### src/rtl/weight_export_control.sv
// Reads trained weights out of the weighted layers group by group and serialises them as a
// valid/ready stream of 32-bit words for federated upload.
module weight_export_control #(
  parameter int unsigned MAX_NUM_NEURONS   = 4,
  parameter int unsigned ACTIVE_NEURONS    = 3,
  parameter int unsigned NUM_WEIGHTS       = 4,
  parameter int unsigned NUM_WEIGHT_LAYERS = 2,
  parameter int unsigned READ_LATENCY      = 1,
  parameter logic [1:0]  LAYER_STATE_READ  = 2'b11
) (
  input  logic                                 clock,
  input  logic                                 reset,
  input  logic                                 start,
  input  logic [32*MAX_NUM_NEURONS-1:0]        neurons_weight,
  output logic [$clog2(NUM_WEIGHTS)-1:0]       weight_memory_address,
  output logic [NUM_WEIGHT_LAYERS-1:0]         enable_layers,
  output logic [1:0]                           layer_state,
  output logic [31:0]                          weight_data,
  output logic                                 weight_valid,
  input  logic                                 weight_ready,
  output logic                                 weight_last,
  output logic                                 busy,
  output logic                                 done
);

  localparam int unsigned AW = $clog2(NUM_WEIGHTS);
  localparam int unsigned NW = (MAX_NUM_NEURONS > 1) ? $clog2(MAX_NUM_NEURONS) : 1;
  localparam int unsigned LW = (NUM_WEIGHT_LAYERS > 1) ? $clog2(NUM_WEIGHT_LAYERS) : 1;
  localparam int unsigned WW = (READ_LATENCY > 1) ? $clog2(READ_LATENCY) : 1;

  localparam logic [AW-1:0] LastAddr   = AW'(NUM_WEIGHTS - 1);
  localparam logic [NW-1:0] LastNeuron = NW'(ACTIVE_NEURONS - 1);
  localparam logic [LW-1:0] LastLayer  = LW'(NUM_WEIGHT_LAYERS - 1);
  localparam logic [WW-1:0] LastWait   = WW'(READ_LATENCY - 1);

  typedef enum logic [2:0] {
    StIdle,
    StSetup,
    StCapture,
    StSend,
    StDone
  } state_e;

  state_e                             state_q, state_d;
  logic [LW-1:0]                      layer_q, layer_d;
  logic [AW-1:0]                      addr_q, addr_d;
  logic [NW-1:0]                      neuron_q, neuron_d;
  logic [WW-1:0]                      wait_q, wait_d;
  logic                               capture_en;
  logic [MAX_NUM_NEURONS-1:0][31:0]   shadow_q;
  logic                               in_group;
  logic                               group_last;

  always_ff @(posedge clock or posedge reset) begin
    if (reset) begin
      state_q  <= StIdle;
      layer_q  <= '0;
      addr_q   <= '0;
      neuron_q <= '0;
      wait_q   <= '0;
    end else begin
      state_q  <= state_d;
      layer_q  <= layer_d;
      addr_q   <= addr_d;
      neuron_q <= neuron_d;
      wait_q   <= wait_d;
    end
  end

  // Shadow copy lets the sink stall arbitrarily without re-reading the layers.
  always_ff @(posedge clock or posedge reset) begin
    if (reset) begin
      shadow_q <= '0;
    end else if (capture_en) begin
      shadow_q <= neurons_weight;
    end
  end

  always_comb begin
    state_d    = state_q;
    layer_d    = layer_q;
    addr_d     = addr_q;
    neuron_d   = neuron_q;
    wait_d     = wait_q;
    capture_en = 1'b0;
    unique case (state_q)
      StIdle: begin
        if (start) begin
          state_d  = StSetup;
          layer_d  = '0;
          addr_d   = '0;
          neuron_d = '0;
          wait_d   = '0;
        end
      end
      StSetup: begin
        if (wait_q == LastWait) begin
          wait_d  = '0;
          state_d = StCapture;
        end else begin
          wait_d = wait_q + 1'b1;
        end
      end
      StCapture: begin
        capture_en = 1'b1;
        state_d    = StSend;
      end
      StSend: begin
        if (weight_ready) begin
          if (neuron_q == LastNeuron) begin
            neuron_d = '0;
            if (addr_q == LastAddr) begin
              addr_d = '0;
              if (layer_q == LastLayer) begin
                state_d = StDone;
              end else begin
                layer_d = layer_q + 1'b1;
                state_d = StSetup;
              end
            end else begin
              addr_d  = addr_q + 1'b1;
              state_d = StSetup;
            end
          end else begin
            neuron_d = neuron_q + 1'b1;
          end
        end
      end
      StDone: begin
        state_d = StIdle;
      end
      default: begin
        state_d = StIdle;
      end
    endcase
  end

  assign in_group   = (state_q == StSetup) || (state_q == StCapture) || (state_q == StSend);
  assign group_last = (addr_q == LastAddr) && (layer_q == LastLayer);

  always_comb begin
    busy                  = in_group;
    done                  = (state_q == StDone);
    weight_valid          = (state_q == StSend);
    weight_last           = 1'b0;
    weight_data           = '0;
    weight_memory_address = '0;
    enable_layers         = '0;
    layer_state           = 2'b00;
    if (in_group) begin
      weight_memory_address = addr_q;
      enable_layers         = NUM_WEIGHT_LAYERS'(1) << layer_q;
      layer_state           = LAYER_STATE_READ;
    end
    if (state_q == StSend) begin
      weight_data = shadow_q[neuron_q];
      weight_last = group_last && (neuron_q == LastNeuron);
    end
  end

endmodule

### config.mk
export PLATFORM = sky130hd
export DESIGN_NAME = weight_export_control
export DESIGN_NICKNAME = d
export VERILOG_FILES = /design/src/rtl/weight_export_control.sv
export SDC_FILE = /design/constraint.sdc
export NUM_CORES = 1
export LEC_CHECK = 0
export ABC_CLOCK_PERIOD_IN_PS = 6000
export CAP_MARGIN = 20
export CORE_MARGIN = 8
export CORE_UTILIZATION = 50
export CTS_CLUSTER_DIAMETER = 50
export CTS_CLUSTER_SIZE = 28
export DETAILED_ROUTE_END_ITERATION = 12
export GPL_TIMING_DRIVEN = 0
export PLACE_DENSITY = 0.88
export SYNTH_ARGS = -nofsm -noshare
export SYNTH_HDL_FRONTEND = slang
export SYNTH_SLANG_ARGS = --single-unit
export TNS_END_PERCENT = 50
### constraint.sdc
create_clock -name clock -period 6 [get_ports clock]
set_clock_uncertainty 0.15 [all_clocks]
set_input_delay 1.2 -clock clock [delete_from_list [all_inputs] [get_ports clock]]
set_output_delay 1.2 -clock clock [all_outputs]
set_load 0.02 [all_outputs]
---- Yosys cells after proc, flatten, opt, wreduce, memory -nomap -nowiden ----
Cells that the tools add are included.
word-level totals
  bits in registers ....................... 137
  input bits .............................. 132
  output and inout port bits .............. 42
  word-level logic and storage cells ...... 69
operators by class
  add/sub/neg operators ................... 4
  magnitude comparators ................... 1
  equality and inequality tests ........... 11
  shift operators ......................... 1
  mux-type cells .......................... 31
  reductions and logical operators ........ 12
operators by type and width
  operator               count
  $bmux W32 S2           1
  $mux W32               2
  $mux W2                9
  $mux W3                6
  $pmux W3 S4            1
  $mux W1                8
  $pmux W2 S2            2
  $reduce_and A4 Y1      2
  $eq A3 B2 Y1 const B   2
  $ne A2 B1 Y1 const B   3
  $reduce_and A5 Y1      1
  $add A2 B1 Y2 const B  2
  $eq A2 B2 Y1 const B   2
  $ne A2 B2 Y1 const B   2
  $pmux W1 S2            2
  $reduce_bool A2 Y1     2
  $eq A3 B1 Y1 const B   1
  $eq A3 B3 Y1 const B   1
  $logic_not A3 Y1       1
  $lt A2 B3 Y1 const B   1
  $reduce_and A3 Y1      1
  $add A1 B1 Y1 const B  2
  $logic_and A1 B1 Y1    2
  $logic_or A1 B1 Y1     2
  2 further kinds        2

---- Longest topological paths before layout ----
  word-level depth ........................ 6
  depth in mapped cells ................... 6
  depth with buffers taken out ............ 4

---- Least setup slack after synthesis ----
Ideal clock, no wire load.
  path kind ............................... register -> output
  start ................................... reg neuron_q[0]
  end ..................................... out weight_data[10]
  arrival ................................. 1.357 ns
  data required time ...................... 4.650 ns
  slack ................................... 3.293 ns
  stages on the path, launching flop included .. 5
  path buffers ............................ 2
  path through ............................ dfrtp_1 > buf_6 > buf_6 > mux4_2 > and2_1
on the way
  cells in the longest elaborated chain, start to end .. 3
RTL lines
  what                            line  source
  start, declared                 47    logic [NW-1:0] neuron_q, neuron_d;
  start signal, assigned          65    neuron_q <= neuron_d;
  $bmux W32 S2                    156   weight_data = shadow_q[neuron_q];
  $mux W32 (not written as such)  156
  $mux W32                        155   if (state_q == StSend) begin
  end, declared                   18    output logic [31:0] weight_data,
No other way between the ends. The select of a mux whose other input is x is not followed.

---- Worst setup path in the final report ----
  start ................................... reg state_q[0]
  end ..................................... out weight_data[12]
on the way
  cells in the longest elaborated chain, start to end .. 2
RTL lines
  what                    line  source
  start, declared         44    state_e state_q, state_d;
  start signal, assigned  56    state_q <= StIdle;
  start signal, assigned  62    state_q <= state_d;
  $eq A3 B2 Y1            155
  $mux W32                155
No other way between the ends.

==> impl_metrics.toml <==
[run_status]
status = "finished clean"

[detailed_routing]
via_count = 4093
finalWirelength_um = 17100
route.antenna.remaining_nets = 0
drt_iter0_markers = 161
drt-pass1-iter-count = 5
route.detailed.vias_per_inst = 5.25
drt_drc_violations_left = 0
wire_per_inst_um = 22.0

[global_routing]
maximum_number_of_pins_on_one_net_before_global_route_repair = 71
globalRouteTotalUtil_pct = 19.8
overflow = 0
antenna_violations_before_repair = 0
vias_in_the_first_global_route = 4893
grt_pass1_wl_um = 27300

[cells_and_area]
layout.core_utilization_pct = 69.2
postLayoutCellArea_sq_um = 9450
multi_input_comb_area_sq_um = 3080
layout-drive-gt1-share_pct = 36.1
synthToLayoutAreaGrowth_pct = 37.6
nNetsFinal = 719
fillerInstances = 912
antennaDiodeCount = 0
area.sequential_sq_um = 3400
final_cell_count_without_fillers = 779

[clock_network]
clockRootBuffer = "clkbuf_16"
clkTransAtPathRegs_ns = 0.06
htreeDepth = 4
tritoncts = "done"
cts_buffer_depth = 2
clkLatencyLatePin_ns = 0.41
number_of_buffers_created_by_cts = 17
postCtsHoldBufs = 0
cts_sinks = 136
cts_repair_resize_count = 0
cts.repair_timing.setup_buffer_count = 0

[timing]
finalSetupViolCount = 0
setup_slack_ns = 2.02
final_period_minus_worst_setup_slack_ns = 3.98
grt_setup_unrepaired = "false"
finalCritPeriodShare_pct = 66.3
timing_hold_violations_final = 0
report.final.slew_viol_count = 0
max_clock_freq_mhz = 251
worst-slew-pin-transition_ns = 0.635
max-slew-margin-rel_pct = 57.6

[place]
routabilityCongestion = 0.812
place.detailed.hpwl_um = 12000
dp_cells = 747
place.port_buffers = 173
pre_cts_ws_ns = 2.41
detailed_place.area_sq_um = 8860

[setup_path]
crit-reg2reg-launch = "state_q[2]"
critPathCapture = "weight_data[12]"
crit_path_max_fanout = 10
regToRegSetupSlack_ns = 4.19
worst_ep_required_time_ns = 4.65
start_kind = "flip-flop"
worstPathArrival_ns = 2.63
regToRegEndpoint = "shadow_q[98]"
reg2regPathDepth = 6
startpoint = "state_q[0]"
path_class = "flip-flop to output port"
critical_path.endpoint_type = "output port"

[logic_synthesis]
ys.warnings.count = 0
yosysTopAreaCell = "dfrtp_1"
netlist_top_cells_count = "136 x dfrtp_1, 120 x mux2_4, 36 x and2_1, 25 x mux4_2, 11 x buf_12"
synth_most_common_cell = "dfrtp_1"
share_of_yosys_cell_area_claimed_by_the_top_area_cell_type_pct = 49.5
post_synth_inst_count = 393
yosys_register_bits = 136
yosysUniqueCellTypes = 36
yosys_most_used_dff = "dfrtp_1"
syn_avg_cell_area_sq_um = 17.5
syn-num-nets = 526
synth.cell_area_sq_um = 6870
number_of_flops_mapped_to_enable_cells_by_yosys = 0
synth_async_sr_flop_share_pct = 100
synth.top_cells.by_area = "dfrtp_1 50%, mux2_4 26%, mux4_2 8.2%, and2_1 3.3%, buf_12 3.2%"
ys_seq_area_share_pct = 49.5

[floorplanning]
placeable_core_region_sq_um = 13700
die-area_sq_um = 17700
num_io_pins = 174
die_h_um = 133
floorplan.rows = 43
die_w_um = 133
initial_utilization_pct = 50.3

[run]
max_cap_violations = 0

[min_path]
hold-path-cell-count = 1
worst_hold_startpoint = "shadow_q[2]"
timing.hold.worst.class = "flip-flop to flip-flop"

[pwr]
power.density_nw_per_um2 = 603
peakVddDrop_mv = 0.397
cellLeakagePower_nw = 4.02
p_total_mw = 5.70
-- stage by stage --
stage,hold slack (ns),TNS [ns]
2_1_floorplan,0.323,0
3_3_place_gp,0.335,-88.62
3_5_place_dp,0.341,0
4_1_cts,0.356,0
5_1_grt,0.363,0
6_report,0.357,0
-- layer usage --
metal  wire, um  global-route usage (%)
met5          0                       0
met4        310                    6.80
met3        922                    5.69
met2       8510                    32.8
met1       7360                    24.3
-- report_power, final --
group	switching, mW	internal (mW)	total (mW)
Combinational	1.15	1.85	3.00
Clock	0.377	0.664	1.04
Sequential	0.273	1.39	1.66
-- layout by cell type, fill, tap and decap left out, types with 2 or more instances in the layout --
| cell | count |
|---|---|
| a22o_1 | 2 |
| and2_1 | 36 |
| buf_12 | 11 |
| buf_2 | 6 |
| buf_4 | 2 |
| buf_6 | 5 |
| buf_8 | 3 |
| bufinv_16 | 2 |
| clkbuf_1 | 4 |
| clkbuf_16 | 17 |
| clkbuf_8 | 5 |
| clkdlybuf4s50_1 | 173 |
| clkinv_2 | 5 |
| dfrtp_1 | 136 |
| inv_1 | 2 |
| mux2_2 | 8 |
| mux2_4 | 120 |
| mux4_1 | 7 |
| mux4_2 | 25 |
| nor2_1 | 4 |
| nor2b_1 | 2 |
| nor3_1 | 2 |
-- kinds of logic after synthesis --
kind of cell             after synthesis  share of synthesized area [%]
AO/OA/AOI/OAI                          8                          0.874
adder cells (fa/ha/maj)                1                          0.182
buffers and inverters                 32                           5.61
flip-flops                           136                           49.5
multiplexers                         160                           38.4
AND/OR/NAND/NOR                       56                           5.39
-- worst min path at each step --
stage,to,slack (ns)
after global routing,shadow_q[31],0.36
after detailed placement,shadow_q[83],0.34
after global placement,shadow_q[23],0.33
after CTS,shadow_q[2],0.36
final,shadow_q[2],0.36
after floorplan,shadow_q[32],0.32
-- critical path, stage by stage (launching register included) --
cell	delay, ns
dfrtp_1	0.51
nand2_1	0.15
nor2_2	0.27
clkbuf_1	0.44
and2_1	0.20
clkdlybuf4s50_1	0.64
-- state kept, by name, indices dropped and copies added (netlist names) --
signal	flops
layer_q	1
shadow_q	128
state_q	3
addr_q	2
neuron_q	2
-- area by class of cell --
type	instances	area share (%)
Clock inverter	8	0.979
Timing Repair Buffer	174	18.6
Sequential cell	136	36.0
Multi-Input combinational cell	225	32.6
Tap cell	180	2.38
Clock buffer	24	5.31
Buffer	29	3.96
Inverter	3	0.172
(Power assumes the default switching activity.)
